--- config.mk ---
export PLATFORM = sky130hd
export DESIGN_NAME = ysyx_22041412_decode_stage_flat
export DESIGN_NICKNAME = d
export VERILOG_FILES = /design/src/rtl/ysyx_22041412_decode_stage_pkg.sv /design/src/rtl/ysyx_22041412_decode_stage_if.sv /design/src/rtl/ysyx_22041412_decode_stage_comb.sv /design/src/rtl/ysyx_22041412_decode_stage.sv /design/src/flat_wrapper.sv
export SDC_FILE = /design/constraint.sdc
export NUM_CORES = 1
export LEC_CHECK = 0
export CAP_MARGIN = 0
export CORE_MARGIN = 5
export CORE_UTILIZATION = 52
export CTS_CLUSTER_SIZE = 8
export DETAILED_ROUTE_END_ITERATION = 16
export PLACE_DENSITY_LB_ADDON = 0.25
export SLEW_MARGIN = 10
export SYNTH_ARGS = -nofsm -noshare
export SYNTH_HDL_FRONTEND = slang
export SYNTH_SLANG_ARGS = --single-unit
--- constraint.sdc ---
create_clock -name clk -period 11.86 [get_ports clk]
set_clock_uncertainty 0.2 [all_clocks]
set_input_delay 3.558 -clock clk [delete_from_list [all_inputs] [get_ports clk]]
set_output_delay 3.558 -clock clk [all_outputs]
set_load 0.01 [all_outputs]
--- src/rtl/ysyx_22041412_decode_stage_pkg.sv ---
// Shared definitions for the decode stage.
// Holds the RV opcode constants, the encodings of the small control fields
// (v1type, v2type, rv64_en, mem_mode, jump_mode), the decoded-bundle field
// widths, and the packed control bundle carried through the stage registers.
package ysyx_22041412_decode_stage_pkg;

   localparam int OPC_W   = 7;
   localparam int FUNC3_W = 3;
   localparam int FUNC7_W = 1;
   localparam int REG_W   = 5;
   localparam int INSTR_W = 32;

   localparam logic [OPC_W-1:0] OPC_LUI       = 7'b0110111;
   localparam logic [OPC_W-1:0] OPC_AUIPC     = 7'b0010111;
   localparam logic [OPC_W-1:0] OPC_JAL       = 7'b1101111;
   localparam logic [OPC_W-1:0] OPC_JALR      = 7'b1100111;
   localparam logic [OPC_W-1:0] OPC_BRANCH    = 7'b1100011;
   localparam logic [OPC_W-1:0] OPC_LOAD      = 7'b0000011;
   localparam logic [OPC_W-1:0] OPC_STORE     = 7'b0100011;
   localparam logic [OPC_W-1:0] OPC_OP_IMM    = 7'b0010011;
   localparam logic [OPC_W-1:0] OPC_OP        = 7'b0110011;
   localparam logic [OPC_W-1:0] OPC_SYSTEM    = 7'b1110011;
   localparam logic [OPC_W-1:0] OPC_OP_IMM_32 = 7'b0011011;
   localparam logic [OPC_W-1:0] OPC_OP_32     = 7'b0111011;

   typedef enum logic [1:0] {V1_RS1 = 2'b00, V1_PC = 2'b01, V1_ZIMM = 2'b10} v1type_e;
   typedef enum logic       {V2_RS2 = 1'b0,  V2_IMM = 1'b1} v2type_e;
   typedef enum logic [1:0] {RV64_NONE = 2'b00, RV64_OP_IMM_32 = 2'b01, RV64_OP_32 = 2'b10} rv64_e;
   typedef enum logic [1:0] {MEM_IDLE = 2'b00, MEM_LOAD = 2'b01, MEM_STORE = 2'b10} mem_mode_e;
   typedef enum logic [1:0] {JMP_IDLE = 2'b00, JMP_JAL = 2'b01, JMP_JALR = 2'b10, JMP_BRANCH = 2'b11} jump_mode_e;

   // Instruction format; FMT_X marks an opcode this core does not execute.
   typedef enum logic [2:0] {FMT_R, FMT_I, FMT_S, FMT_B, FMT_U, FMT_J, FMT_X} fmt_e;

   typedef struct packed {
      logic [OPC_W-1:0]   opcode;
      logic [FUNC3_W-1:0] func3;
      logic [FUNC7_W-1:0] func7;
      logic [REG_W-1:0]   rs1;
      logic [REG_W-1:0]   rs2;
      logic [REG_W-1:0]   rd;
      v1type_e            v1type;
      v2type_e            v2type;
      logic               mul_en;
      logic               div_en;
      rv64_e              rv64_en;
      mem_mode_e          mem_mode;
      jump_mode_e         jump_mode;
      logic               illegal;
   } ctrl_t;

endpackage

--- src/rtl/ysyx_22041412_decode_stage_if.sv ---
// Bus bundle of the decode stage: fetch-side handshake, flush, EXU-side
// handshake with the decoded fields, and the JAL redirect to fetch.
// Modports: slave = the decode stage, master = its environment (IFU/EXU).
interface ysyx_22041412_decode_stage_if #(
   parameter int XLEN = 64,
   parameter int PC_W = 32
);
   import ysyx_22041412_decode_stage_pkg::*;

   logic                 in_valid;
   logic                 in_ready;
   logic [INSTR_W-1:0]   instr;
   logic [PC_W-1:0]      pc;
   logic                 flush;
   logic                 out_valid;
   logic                 out_ready;
   logic [XLEN-1:0]      out_pc;
   logic [OPC_W-1:0]     opcode;
   logic [FUNC3_W-1:0]   func3;
   logic [FUNC7_W-1:0]   func7;
   logic [REG_W-1:0]     rs1;
   logic [REG_W-1:0]     rs2;
   logic [REG_W-1:0]     rd;
   logic [XLEN-1:0]      imm;
   logic [1:0]           v1type;
   logic                 v2type;
   logic                 mul_en;
   logic                 div_en;
   logic [1:0]           rv64_en;
   logic [1:0]           mem_mode;
   logic [1:0]           jump_mode;
   logic                 illegal;
   logic                 redirect_valid;
   logic [XLEN-1:0]      redirect_pc;

   modport slave (
      input  in_valid, instr, pc, flush, out_ready,
      output in_ready, out_valid, out_pc, opcode, func3, func7, rs1, rs2, rd, imm,
             v1type, v2type, mul_en, div_en, rv64_en, mem_mode, jump_mode, illegal,
             redirect_valid, redirect_pc
   );

   modport master (
      output in_valid, instr, pc, flush, out_ready,
      input  in_ready, out_valid, out_pc, opcode, func3, func7, rs1, rs2, rd, imm,
             v1type, v2type, mul_en, div_en, rv64_en, mem_mode, jump_mode, illegal,
             redirect_valid, redirect_pc
   );

endinterface

--- src/rtl/ysyx_22041412_decode_stage_comb.sv ---
// ysyx_22041412_decode_comb: purely combinational instruction decoder.
// Ports: instr/pc in; ctrl (control bundle), imm (sign-extended immediate)
// and pc_ext (zero-extended pc) out.
// Macro YSYX_22041412_RVM_EN: when defined, OP/OP-32 with funct7[0]=1 decode
// to mul_en/div_en; when undefined, funct7=0000001 on OP/OP-32 is illegal.
// An illegal instruction keeps opcode/func3/func7 but every other field is 0.
module ysyx_22041412_decode_comb
   import ysyx_22041412_decode_stage_pkg::*;
#(
   parameter int XLEN = 64,
   parameter int PC_W = 32
) (
   input  logic [INSTR_W-1:0] instr,
   input  logic [PC_W-1:0]    pc,
   output ctrl_t              ctrl,
   output logic [XLEN-1:0]    imm,
   output logic [XLEN-1:0]    pc_ext
);

   fmt_e             fmt;
   logic             m_illegal;
   logic [OPC_W-1:0] opc;

   assign opc    = instr[6:0];
   assign pc_ext = XLEN'(pc);

   always_comb begin
      case (opc)
         OPC_LUI, OPC_AUIPC:                        fmt = FMT_U;
         OPC_JAL:                                   fmt = FMT_J;
         OPC_JALR, OPC_LOAD, OPC_OP_IMM, OPC_SYSTEM: fmt = FMT_I;
         OPC_BRANCH:                                fmt = FMT_B;
         OPC_STORE:                                 fmt = FMT_S;
         OPC_OP:                                    fmt = FMT_R;
         OPC_OP_IMM_32:                             fmt = (XLEN == 64) ? FMT_I : FMT_X;
         OPC_OP_32:                                 fmt = (XLEN == 64) ? FMT_R : FMT_X;
         default:                                   fmt = FMT_X;
      endcase
   end

`ifdef YSYX_22041412_RVM_EN
   assign m_illegal = 1'b0;
`else
   assign m_illegal = (fmt == FMT_R) && (instr[31:25] == 7'b0000001);
`endif

   always_comb begin
      ctrl        = '0;
      imm         = '0;
      ctrl.opcode = opc;
      ctrl.func3  = instr[14:12];
      ctrl.func7  = instr[30];
      if (fmt == FMT_X || m_illegal) begin
         ctrl.illegal = 1'b1;
      end else begin
         ctrl.rs1 = (fmt == FMT_U || fmt == FMT_J) ? '0 : instr[19:15];
         ctrl.rs2 = (fmt == FMT_R || fmt == FMT_S || fmt == FMT_B) ? instr[24:20] : '0;
         ctrl.rd  = (fmt == FMT_S || fmt == FMT_B) ? '0 : instr[11:7];
         case (fmt)
            FMT_I:   imm = XLEN'($signed(instr[31:20]));
            FMT_S:   imm = XLEN'($signed({instr[31:25], instr[11:7]}));
            FMT_B:   imm = XLEN'($signed({instr[31], instr[7], instr[30:25], instr[11:8], 1'b0}));
            FMT_U:   imm = XLEN'($signed({instr[31:12], 12'b0}));
            FMT_J:   imm = XLEN'($signed({instr[31], instr[19:12], instr[20], instr[30:21], 1'b0}));
            default: imm = '0;
         endcase
         ctrl.v2type = (fmt == FMT_R || fmt == FMT_B) ? V2_RS2 : V2_IMM;
         if (opc == OPC_AUIPC || opc == OPC_JAL)
            ctrl.v1type = V1_PC;
         else if (opc == OPC_SYSTEM && instr[14])
            ctrl.v1type = V1_ZIMM;   // csrr*i: rs1 field carries the zero-extended immediate
         else
            ctrl.v1type = V1_RS1;
         case (opc)
            OPC_LOAD:      ctrl.mem_mode  = MEM_LOAD;
            OPC_STORE:     ctrl.mem_mode  = MEM_STORE;
            OPC_JAL:       ctrl.jump_mode = JMP_JAL;
            OPC_JALR:      ctrl.jump_mode = JMP_JALR;
            OPC_BRANCH:    ctrl.jump_mode = JMP_BRANCH;
            OPC_OP_IMM_32: ctrl.rv64_en   = RV64_OP_IMM_32;
            OPC_OP_32:     ctrl.rv64_en   = RV64_OP_32;
            default:       ;
         endcase
`ifdef YSYX_22041412_RVM_EN
         ctrl.mul_en = (fmt == FMT_R) && instr[25] && !instr[14];
         ctrl.div_en = (fmt == FMT_R) && instr[25] &&  instr[14];
`endif
      end
   end

endmodule

--- src/rtl/ysyx_22041412_decode_stage.sv ---
// ysyx_22041412_decode_stage: pipelined decode between IFU and EXU.
// Ports: clk, rst (async, active-high), bus (slave modport of
// ysyx_22041412_decode_stage_if).
// Decoded results land in the main entry one cycle after accept; a second
// (skid) entry absorbs the bundle accepted while main is stalled, so
// in_ready depends only on registered state. flush empties both entries and
// wins over a same-cycle EXU handshake. An accepted JAL produces a one-cycle
// redirect pulse carrying pc + imm.
// Macro YSYX_22041412_RVM_EN is honoured by the decoder sub-module.
module ysyx_22041412_decode_stage
   import ysyx_22041412_decode_stage_pkg::*;
#(
   parameter int XLEN = 64,
   parameter int PC_W = 32
) (
   input  logic                          clk,
   input  logic                          rst,
   ysyx_22041412_decode_stage_if.slave   bus
);

   ctrl_t           dec_ctrl, main_ctrl, skid_ctrl;
   logic [XLEN-1:0] dec_imm, dec_pc, main_imm, main_pc, skid_imm, skid_pc;
   logic [XLEN-1:0] redirect_pc_q;
   logic            main_valid, skid_full, redirect_valid_q;
   logic            accept, main_free, dec_is_jal;

   ysyx_22041412_decode_comb #(.XLEN(XLEN), .PC_W(PC_W)) u_decode_comb (
      .instr  (bus.instr),
      .pc     (bus.pc),
      .ctrl   (dec_ctrl),
      .imm    (dec_imm),
      .pc_ext (dec_pc)
   );

   assign accept     = bus.in_valid && !skid_full && !bus.flush;
   assign main_free  = !main_valid || bus.out_ready;
   assign dec_is_jal = (dec_ctrl.jump_mode == JMP_JAL);

   always_ff @(posedge clk or posedge rst) begin
      if (rst) begin
         main_valid       <= 1'b0;
         skid_full        <= 1'b0;
         main_ctrl        <= '0;
         main_imm         <= '0;
         main_pc          <= '0;
         skid_ctrl        <= '0;
         skid_imm         <= '0;
         skid_pc          <= '0;
         redirect_valid_q <= 1'b0;
         redirect_pc_q    <= '0;
      end else begin
         redirect_valid_q <= accept && dec_is_jal;
         if (accept && dec_is_jal)
            redirect_pc_q <= dec_pc + dec_imm;
         if (bus.flush) begin
            main_valid <= 1'b0;
            skid_full  <= 1'b0;
         end else if (main_free) begin
            // skid_full implies in_ready=0, so skid and a new accept never compete
            if (skid_full) begin
               main_ctrl  <= skid_ctrl;
               main_imm   <= skid_imm;
               main_pc    <= skid_pc;
               main_valid <= 1'b1;
               skid_full  <= 1'b0;
            end else if (accept) begin
               main_ctrl  <= dec_ctrl;
               main_imm   <= dec_imm;
               main_pc    <= dec_pc;
               main_valid <= 1'b1;
            end else begin
               main_valid <= 1'b0;
            end
         end else if (accept) begin
            skid_ctrl <= dec_ctrl;
            skid_imm  <= dec_imm;
            skid_pc   <= dec_pc;
            skid_full <= 1'b1;
         end
      end
   end

   assign bus.in_ready       = !skid_full;
   assign bus.out_valid      = main_valid;
   assign bus.out_pc         = main_pc;
   assign bus.imm            = main_imm;
   assign bus.opcode         = main_ctrl.opcode;
   assign bus.func3          = main_ctrl.func3;
   assign bus.func7          = main_ctrl.func7;
   assign bus.rs1            = main_ctrl.rs1;
   assign bus.rs2            = main_ctrl.rs2;
   assign bus.rd             = main_ctrl.rd;
   assign bus.v1type         = main_ctrl.v1type;
   assign bus.v2type         = main_ctrl.v2type;
   assign bus.mul_en         = main_ctrl.mul_en;
   assign bus.div_en         = main_ctrl.div_en;
   assign bus.rv64_en        = main_ctrl.rv64_en;
   assign bus.mem_mode       = main_ctrl.mem_mode;
   assign bus.jump_mode      = main_ctrl.jump_mode;
   assign bus.illegal        = main_ctrl.illegal;
   assign bus.redirect_valid = redirect_valid_q;
   assign bus.redirect_pc    = redirect_pc_q;

endmodule

--- src/flat_wrapper.sv ---
// flat-port wrapper written by rule: the top's interface ports become plain ports
module ysyx_22041412_decode_stage_flat import ysyx_22041412_decode_stage_pkg::*;
#(
   parameter int XLEN = 64,
   parameter int PC_W = 32
)
  (clk, rst, bus_in_valid, bus_instr, bus_pc, bus_flush, bus_out_ready, bus_in_ready, bus_out_valid, bus_out_pc, bus_opcode, bus_func3, bus_func7, bus_rs1, bus_rs2, bus_rd, bus_imm, bus_v1type, bus_v2type, bus_mul_en, bus_div_en, bus_rv64_en, bus_mem_mode, bus_jump_mode, bus_illegal, bus_redirect_valid, bus_redirect_pc);
  ysyx_22041412_decode_stage_if #(.XLEN(XLEN), .PC_W(PC_W)) bus_i ();
  input  logic clk;
  input  logic rst;
  input wire logic [$bits(bus_i.in_valid)-1:0] bus_in_valid;
  input wire logic [$bits(bus_i.instr)-1:0] bus_instr;
  input wire logic [$bits(bus_i.pc)-1:0] bus_pc;
  input wire logic [$bits(bus_i.flush)-1:0] bus_flush;
  input wire logic [$bits(bus_i.out_ready)-1:0] bus_out_ready;
  output wire logic [$bits(bus_i.in_ready)-1:0] bus_in_ready;
  output wire logic [$bits(bus_i.out_valid)-1:0] bus_out_valid;
  output wire logic [$bits(bus_i.out_pc)-1:0] bus_out_pc;
  output wire logic [$bits(bus_i.opcode)-1:0] bus_opcode;
  output wire logic [$bits(bus_i.func3)-1:0] bus_func3;
  output wire logic [$bits(bus_i.func7)-1:0] bus_func7;
  output wire logic [$bits(bus_i.rs1)-1:0] bus_rs1;
  output wire logic [$bits(bus_i.rs2)-1:0] bus_rs2;
  output wire logic [$bits(bus_i.rd)-1:0] bus_rd;
  output wire logic [$bits(bus_i.imm)-1:0] bus_imm;
  output wire logic [$bits(bus_i.v1type)-1:0] bus_v1type;
  output wire logic [$bits(bus_i.v2type)-1:0] bus_v2type;
  output wire logic [$bits(bus_i.mul_en)-1:0] bus_mul_en;
  output wire logic [$bits(bus_i.div_en)-1:0] bus_div_en;
  output wire logic [$bits(bus_i.rv64_en)-1:0] bus_rv64_en;
  output wire logic [$bits(bus_i.mem_mode)-1:0] bus_mem_mode;
  output wire logic [$bits(bus_i.jump_mode)-1:0] bus_jump_mode;
  output wire logic [$bits(bus_i.illegal)-1:0] bus_illegal;
  output wire logic [$bits(bus_i.redirect_valid)-1:0] bus_redirect_valid;
  output wire logic [$bits(bus_i.redirect_pc)-1:0] bus_redirect_pc;
  assign bus_i.in_valid = bus_in_valid;
  assign bus_i.instr = bus_instr;
  assign bus_i.pc = bus_pc;
  assign bus_i.flush = bus_flush;
  assign bus_i.out_ready = bus_out_ready;
  assign bus_in_ready = bus_i.in_ready;
  assign bus_out_valid = bus_i.out_valid;
  assign bus_out_pc = bus_i.out_pc;
  assign bus_opcode = bus_i.opcode;
  assign bus_func3 = bus_i.func3;
  assign bus_func7 = bus_i.func7;
  assign bus_rs1 = bus_i.rs1;
  assign bus_rs2 = bus_i.rs2;
  assign bus_rd = bus_i.rd;
  assign bus_imm = bus_i.imm;
  assign bus_v1type = bus_i.v1type;
  assign bus_v2type = bus_i.v2type;
  assign bus_mul_en = bus_i.mul_en;
  assign bus_div_en = bus_i.div_en;
  assign bus_rv64_en = bus_i.rv64_en;
  assign bus_mem_mode = bus_i.mem_mode;
  assign bus_jump_mode = bus_i.jump_mode;
  assign bus_illegal = bus_i.illegal;
  assign bus_redirect_valid = bus_i.redirect_valid;
  assign bus_redirect_pc = bus_i.redirect_pc;
  ysyx_22041412_decode_stage #(.XLEN(XLEN), .PC_W(PC_W)) u_core (.clk(clk), .rst(rst), .bus(bus_i));
endmodule
==> flow_metrics.env, run 1 <==
export IMPL_clkTransAtPathRegs_ns=0.04
export IMPL_synth_area_mm2=0.0136
export IMPL_synthDominantCellAreaShare=0.490
export IMPL_cts_tree="built"
export IMPL_min_path_cells=1
export IMPL_setup_viol=0
export IMPL_finalHoldViolCount=0
export IMPL_finalMaxSlewViolations=0
export IMPL_yosys_top_cells_area="dfrtp_1 49%, nand2_1 6.1%, mux2_2 5.9%, mux2i_1 5.2%, o21ai_0 5.1%"
export IMPL_row_count=59
export IMPL_ff2ff_path_depth=8
export IMPL_htreeDepth=2
export IMPL_io_pins=302
export IMPL_cap_violations=0
export IMPL_gp_congestion=0.882
export IMPL_tightest_slew_ns=0.989
export IMPL_power_density_mw_per_mm2=139
export IMPL_ant_nets=0
export IMPL_ys_warn_count=0
export IMPL_yosys_area_top_type="dfrtp_1"
export IMPL_viasPerCell=5.64
export IMPL_p_total_mw=2.38
export IMPL_first_pass_iters=5
export IMPL_period_share=0.688
export IMPL_slew_headroom=0.340
export IMPL_ir_drop_uv=125
export IMPL_final_seq_area_mm2=0.00669
export IMPL_hp_class="flip-flop to flip-flop"
export IMPL_cts_buffers=39
export IMPL_tns_ns=0
export IMPL_min_to="u_core.bus.redirect_pc[36]$_DFFE_PP0P_"
export IMPL_clk_latency_ns=0.51
export IMPL_grt_overflow=0
export IMPL_die_w_um=172
export IMPL_min_period_ns=8.16
export IMPL_die_y_um=172
export IMPL_drive_gt1_frac=0.0869
export IMPL_r2r_setup_slack_ns=8.12
export IMPL_finalInstanceArea_mm2=0.0171
export IMPL_cp_required_ns=12.10
export IMPL_drc_errors=0
export IMPL_cts_root_buffer="clkbuf_16"
export IMPL_clockBufferDepth=3
export IMPL_synth_ff_type="dfrtp_1"
export IMPL_syn_area_per_cell_um2=9.92
export IMPL_fill_cells=2075
export IMPL_synth_most_common_cell="dfrtp_1"
export IMPL_cts_hold_buf=0
export IMPL_initial_core_util=0.526
export IMPL_drtIter0Drc=738
export IMPL_synth_common_cells="267 x dfrtp_1, 221 x nand2_1, 140 x o21ai_0"
export IMPL_hpwlAfterDp_um=27400
export IMPL_grt_pass1_vias=10600
export IMPL_hold_start="u_core.bus.redirect_pc[36]$_DFFE_PP0P_"
export IMPL_cts_resized=0
export IMPL_core_mm2=0.0259
export IMPL_port_buffers=267
export IMPL_p_leak_nw=7.91
export IMPL_cp_start_kind="input pin"
export IMPL_ys_seq_elements=267
export IMPL_ys_types=69
export IMPL_synth_enable_flop_cells=0
export IMPL_endpoint_kind="flip-flop"
export IMPL_r2r_start="u_core.skid_full$_DFFE_PP0P_"
export IMPL_postCtsSetupBuffers=0
export IMPL_multiInputGateArea_mm2=0.00616
export IMPL_synthArstFlopShare=1.00
export IMPL_crit_type="input pin to flip-flop"
export IMPL_status="finished clean"
export IMPL_max_freq_mhz=123
export IMPL_arrival_ns=8.40
export IMPL_cts_sinks=267
export IMPL_diodes=0
export IMPL_dieArea_mm2=0.0296
export IMPL_postSynthCellCount=1375
export IMPL_grt_pass1_wl_um=59500
export IMPL_rsz0062_at_grt="no"
export IMPL_wl_per_cell_um=20.0
export IMPL_totalWireLength_um=38200
export IMPL_fin_nets=1676
export IMPL_vias=10800
export IMPL_antenna_found_initial=0
export IMPL_rr_endpoint="u_core.bus.redirect_pc[30]$_DFFE_PP0P_"
export IMPL_ys_seq_area_frac=0.490
export IMPL_place_area_mm2=0.0161
export IMPL_area_delta_synth_final_pct=25.5
export IMPL_path_max_fanout=18
export IMPL_grt_max_degree=148
export IMPL_track_usage=0.254
[stage by stage]
step	worst slack [ns]	hold WS, ns	instances	utilization
floorplan	0.748	0.244	1408	-
global placement	3.49	0.256	1867	0.621
detailed placement	3.32	0.264	1867	0.621
CTS	3.83	0.275	1911	0.660
global route	3.39	0.294	1911	0.660
finish	3.70	0.269	1911	0.660
[layout by cell type (no fill, tap or decap), types with 7 or more instances in the layout]
cell and n:
o21a_1 8, a21o_1 56, nand2_1 221, inv_1 21, a31oi_1 25, nand3_1 29
conb_1 34, dfrtp_1 266, ha_1 33, mux2i_1 71, clkdlybuf4s50_1 267, a21oi_1 58
mux2_2 71, o21ai_0 140, and2_1 12, o211ai_1 14, nand2b_1 15, xor2_1 7
clkbuf_16 39, o31ai_1 15, nor2_1 53, nor3_1 11
[where the power goes]
part	internal, mW	switching (mW)	leakage (nW)
Sequential	1.00	0.0515	3.52
Clock	0.591	0.368	0.502
Combinational	0.182	0.183	3.89
Total	1.78	0.603	7.91
[flip-flops by register name, indices dropped and copies added, names as in the netlist, 7 cells and up]
register / cells
u_core.skid_ctrl: 36
u_core.skid_pc: 32
u_core.skid_imm: 32
u_core.bus.opcode: 7
u_core.bus.out_pc: 32
u_core.bus.imm: 32
u_core.bus.redirect_pc: 64
[layout make-up]
class                      instances  share of cell area
tap                              335              0.0245
timing repair buffer             273               0.160
clock inverter                     1            0.000512
multi-input combinational        969               0.360
clock buffer                      43              0.0591
sequential                       267               0.391
inverter                          23             0.00548
[worst max-delay path, cell delays in order]
cell and delay (ns):
clkdlybuf4s50_1 0.71, or2_2 0.47, nor4_1 0.73, a22oi_1 0.33, inv_1 0.16, ha_1 0.25
a211oi_1 0.38, o21ai_0 0.29, a211oi_2 0.41, nor4_1 0.13, o31ai_1 0.40, and2b_1 0.42
a21o_1 0.14
[layer usage]
layer,vias to the layer above,GRT usage,share of wire
met5,-,0,0
met4,0,0.0738,0.028
met3,76,0.0524,0.071
met2,381,0.420,0.48
met1,5200,0.341,0.42
li1,5120,-,-
[kinds of logic after synthesis]
logic type	share of synthesized area
AND/OR/NAND/NOR	0.122
AO/OA/AOI/OAI	0.167
other	0.000275
flip-flops	0.490
buffers and inverters	0.0686
multiplexers	0.111
adder cells (fa/ha/maj)	0.0325
XOR/XNOR	0.00835
[how the worst max path moves through the flow]
stage                       from                                      to  slack, ns  cells past startpoint
floorplan                    rst         u_core.bus.func3[0]$_DFFE_PP0P_       0.75                      1
global placement    bus_instr[2]  u_core.bus.redirect_pc[55]$_DFFE_PP0P_       3.49                     13
detailed placement  bus_instr[2]  u_core.bus.redirect_pc[49]$_DFFE_PP0P_       3.32                     13
CTS                 bus_instr[2]  u_core.bus.redirect_pc[37]$_DFFE_PP0P_       3.83                     13
global route        bus_instr[2]  u_core.bus.redirect_pc[61]$_DFFE_PP0P_       3.39                     13
finish              bus_instr[2]  u_core.bus.redirect_pc[37]$_DFFE_PP0P_       3.70                     13
No activity file was read; power rests on OpenSTA's default activity.
==> run 2, diff against run 1 <==
--- a/config.mk
+++ b/config.mk
@@ -7,7 +7,7 @@
 export LEC_CHECK = 0
 export CAP_MARGIN = 0
 export CORE_MARGIN = 5
-export CORE_UTILIZATION = 52
+export CORE_UTILIZATION = 47
 export CTS_CLUSTER_SIZE = 8
 export DETAILED_ROUTE_END_ITERATION = 16
 export PLACE_DENSITY_LB_ADDON = 0.25
==> constraint.sdc (replaced) <==
create_clock -name clk -period 6.8 [get_ports clk]
set_clock_uncertainty 0.2 [all_clocks]
set_input_delay 2.04 -clock clk [delete_from_list [all_inputs] [get_ports clk]]
set_output_delay 2.04 -clock clk [all_outputs]
set_load 0.01 [all_outputs]
==> run 2 against run 1 <==
  * Sequential share of layout area fell by 0.55 points
  * Clock power rose by 76%
  * Hold slack improved by 0.0012 ns
  * Non-clock buffer count rose by 20
  * Design area rose by 1.4%
  * Utilization fell by 5.6 points
  * Routed wire length rose by 2.1%
  * Global-route usage fell by 1.8 points
  * Register-to-register slack got worse by 4.2 ns
  * Critical path type unchanged
  * Critical endpoint is now u_core.bus.redirect_pc[55]$_DFFE_PP0P_
==> flow_metrics.env, run 2 (synthesis gave the netlist of run 1 again) <==
export IMPL_row_count=62
export IMPL_ir_drop_uv=181
export IMPL_clk_latency_ns=0.52
export IMPL_rr_endpoint="u_core.bus.redirect_pc[30]$_DFFE_PP0P_"
export IMPL_final_seq_area_mm2=0.00669
export IMPL_cts_sinks=267
export IMPL_finalInstanceArea_mm2=0.0174
export IMPL_arrival_ns=6.33
export IMPL_largest_reg_flops=64
export IMPL_wl_per_cell_um=19.7
export IMPL_hold_start="u_core.bus.redirect_pc[34]$_DFFE_PP0P_"
export IMPL_port_buffers=267
export IMPL_ant_nets=0
export IMPL_r2r_start="u_core.skid_full$_DFFE_PP0P_"
export IMPL_cap_violations=0
export IMPL_endpoint_kind="flip-flop"
export IMPL_cp_required_ns=7.04
export IMPL_slew_headroom=0.383
export IMPL_period_share=0.896
export IMPL_rsz0062_at_grt="no"
export IMPL_gp_congestion=0.873
export IMPL_first_pass_iters=6
export IMPL_cp_start_kind="input pin"
export IMPL_antenna_found_initial=1
export IMPL_r2r_setup_slack_ns=3.87
export IMPL_die_y_um=180
export IMPL_postCtsSetupBuffers=0
export IMPL_dieArea_mm2=0.0325
export IMPL_io_pins=302
export IMPL_cts_hold_buf=0
export IMPL_cts_root_buffer="clkbuf_16"
export IMPL_clockBufferDepth=3
export IMPL_hpwlAfterDp_um=28000
export IMPL_drtIter0Drc=798
export IMPL_grt_max_degree=118
export IMPL_crit_type="input pin to flip-flop"
export IMPL_p_leak_nw=8.02
export IMPL_drive_gt1_frac=0.0990
export IMPL_clkTransAtPathRegs_ns=0.05
export IMPL_tightest_slew_ns=0.925
export IMPL_power_density_mw_per_mm2=241
export IMPL_area_delta_synth_final_pct=27.3
export IMPL_min_path_cells=1
export IMPL_place_area_mm2=0.0163
export IMPL_layout_cells_most_common_list="267 x clkdlybuf4s50_1, 266 x dfrtp_1, 221 x nand2_1, 140 x o21ai_0"
export IMPL_finalMaxSlewViolations=0
export IMPL_fill_cells=2463
export IMPL_min_to="u_core.bus.redirect_pc[34]$_DFFE_PP0P_"
export IMPL_initial_core_util=0.475
export IMPL_grt_overflow=0
export IMPL_ff2ff_path_depth=6
export IMPL_p_total_mw=4.18
export IMPL_max_freq_mhz=164
export IMPL_cts_tree="built"
export IMPL_die_w_um=180
export IMPL_grt_pass1_wl_um=62400
export IMPL_final_common_cell="clkdlybuf4s50_1"
export IMPL_track_usage=0.236
export IMPL_vias=10900
export IMPL_multiInputGateArea_mm2=0.00617
export IMPL_tns_ns=0
export IMPL_cts_buffers=39
export IMPL_status="finished clean"
export IMPL_setup_viol=0
export IMPL_finalHoldViolCount=0
export IMPL_cts_resized=0
export IMPL_totalWireLength_um=39000
export IMPL_grt_pass1_vias=11100
export IMPL_viasPerCell=5.52
export IMPL_hp_class="flip-flop to flip-flop"
export IMPL_htreeDepth=2
export IMPL_path_max_fanout=12
export IMPL_core_mm2=0.0287
export IMPL_fin_nets=1696
export IMPL_min_period_ns=6.09
export IMPL_drc_errors=0
[run 2: per-stage QoR]
stage	cells	setup WS (ns)	hold slack [ns]	util
6_report	1981	0.709	0.270	0.605
5_1_grt	1981	0.393	0.299	0.605
4_1_cts	1980	0.810	0.278	0.604
3_5_place_dp	1936	0.327	0.265	0.568
3_3_place_gp	1936	0.376	0.258	0.568
2_1_floorplan	1408	1.03	0.244	-
[run 2: critical path, cell delays in order]
cell and delay (ns):
clkdlybuf4s50_1 0.59, or2_2 0.40, nor2_1 0.18, o21bai_1 0.14, a21oi_1 0.25, and2_1 0.22, ha_1 0.29, a2111oi_0 0.46
o21ai_0 0.33, a211oi_2 0.34, nor4_1 0.12, o31ai_1 0.40, and2b_1 0.44, a21o_1 0.13
[run 2: worst max-delay path by stage]
stage            startpoint                                     end  slack, ns
2_1_floorplan           rst         u_core.bus.func3[0]$_DFFE_PP0P_       1.03
3_5_place_dp   bus_instr[6]  u_core.bus.redirect_pc[59]$_DFFE_PP0P_       0.33
4_1_cts        bus_instr[6]  u_core.bus.redirect_pc[55]$_DFFE_PP0P_       0.81
5_1_grt        bus_instr[6]  u_core.bus.redirect_pc[37]$_DFFE_PP0P_       0.39
6_report       bus_instr[6]  u_core.bus.redirect_pc[55]$_DFFE_PP0P_       0.71
3_3_place_gp   bus_instr[5]  u_core.bus.redirect_pc[53]$_DFFE_PP0P_       0.38
[run 2: area by class of cell]
class | instances | share of cell area
antenna | 1 | 0.000144
clock buffer | 41 | 0.0579
clock inverter | 3 | 0.00187
inverter | 23 | 0.00519
multi-input combinational | 969 | 0.355
sequential | 267 | 0.385
tap | 384 | 0.0277
timing repair buffer | 293 | 0.167
[run 2: where the power goes]
group	switching [mW]	total, mW	internal (mW)
Clock	0.655	1.69	1.03
Sequential	0.0899	1.84	1.75
Combinational	0.323	0.646	0.323
[run 2: routing by layer]
layer,share of wire,global-route usage,up-vias
met5,0,0,-
met4,0.023,0.0675,0
met3,0.067,0.0484,60
met2,0.48,0.390,409
met1,0.43,0.317,5303
li1,-,-,5161
==> run 3, diff against run 2 <==
--- a/config.mk
+++ b/config.mk
@@ -11,6 +11,7 @@
 export CTS_CLUSTER_SIZE = 8
 export DETAILED_ROUTE_END_ITERATION = 16
 export PLACE_DENSITY_LB_ADDON = 0.25
+export SKIP_CTS_REPAIR_TIMING = 1
 export SLEW_MARGIN = 10
 export SYNTH_ARGS = -nofsm -noshare
 export SYNTH_HDL_FRONTEND = slang
==> results of run 3 <==
Same layout as run 2: the final DEF is identical, and so are final timing and power.
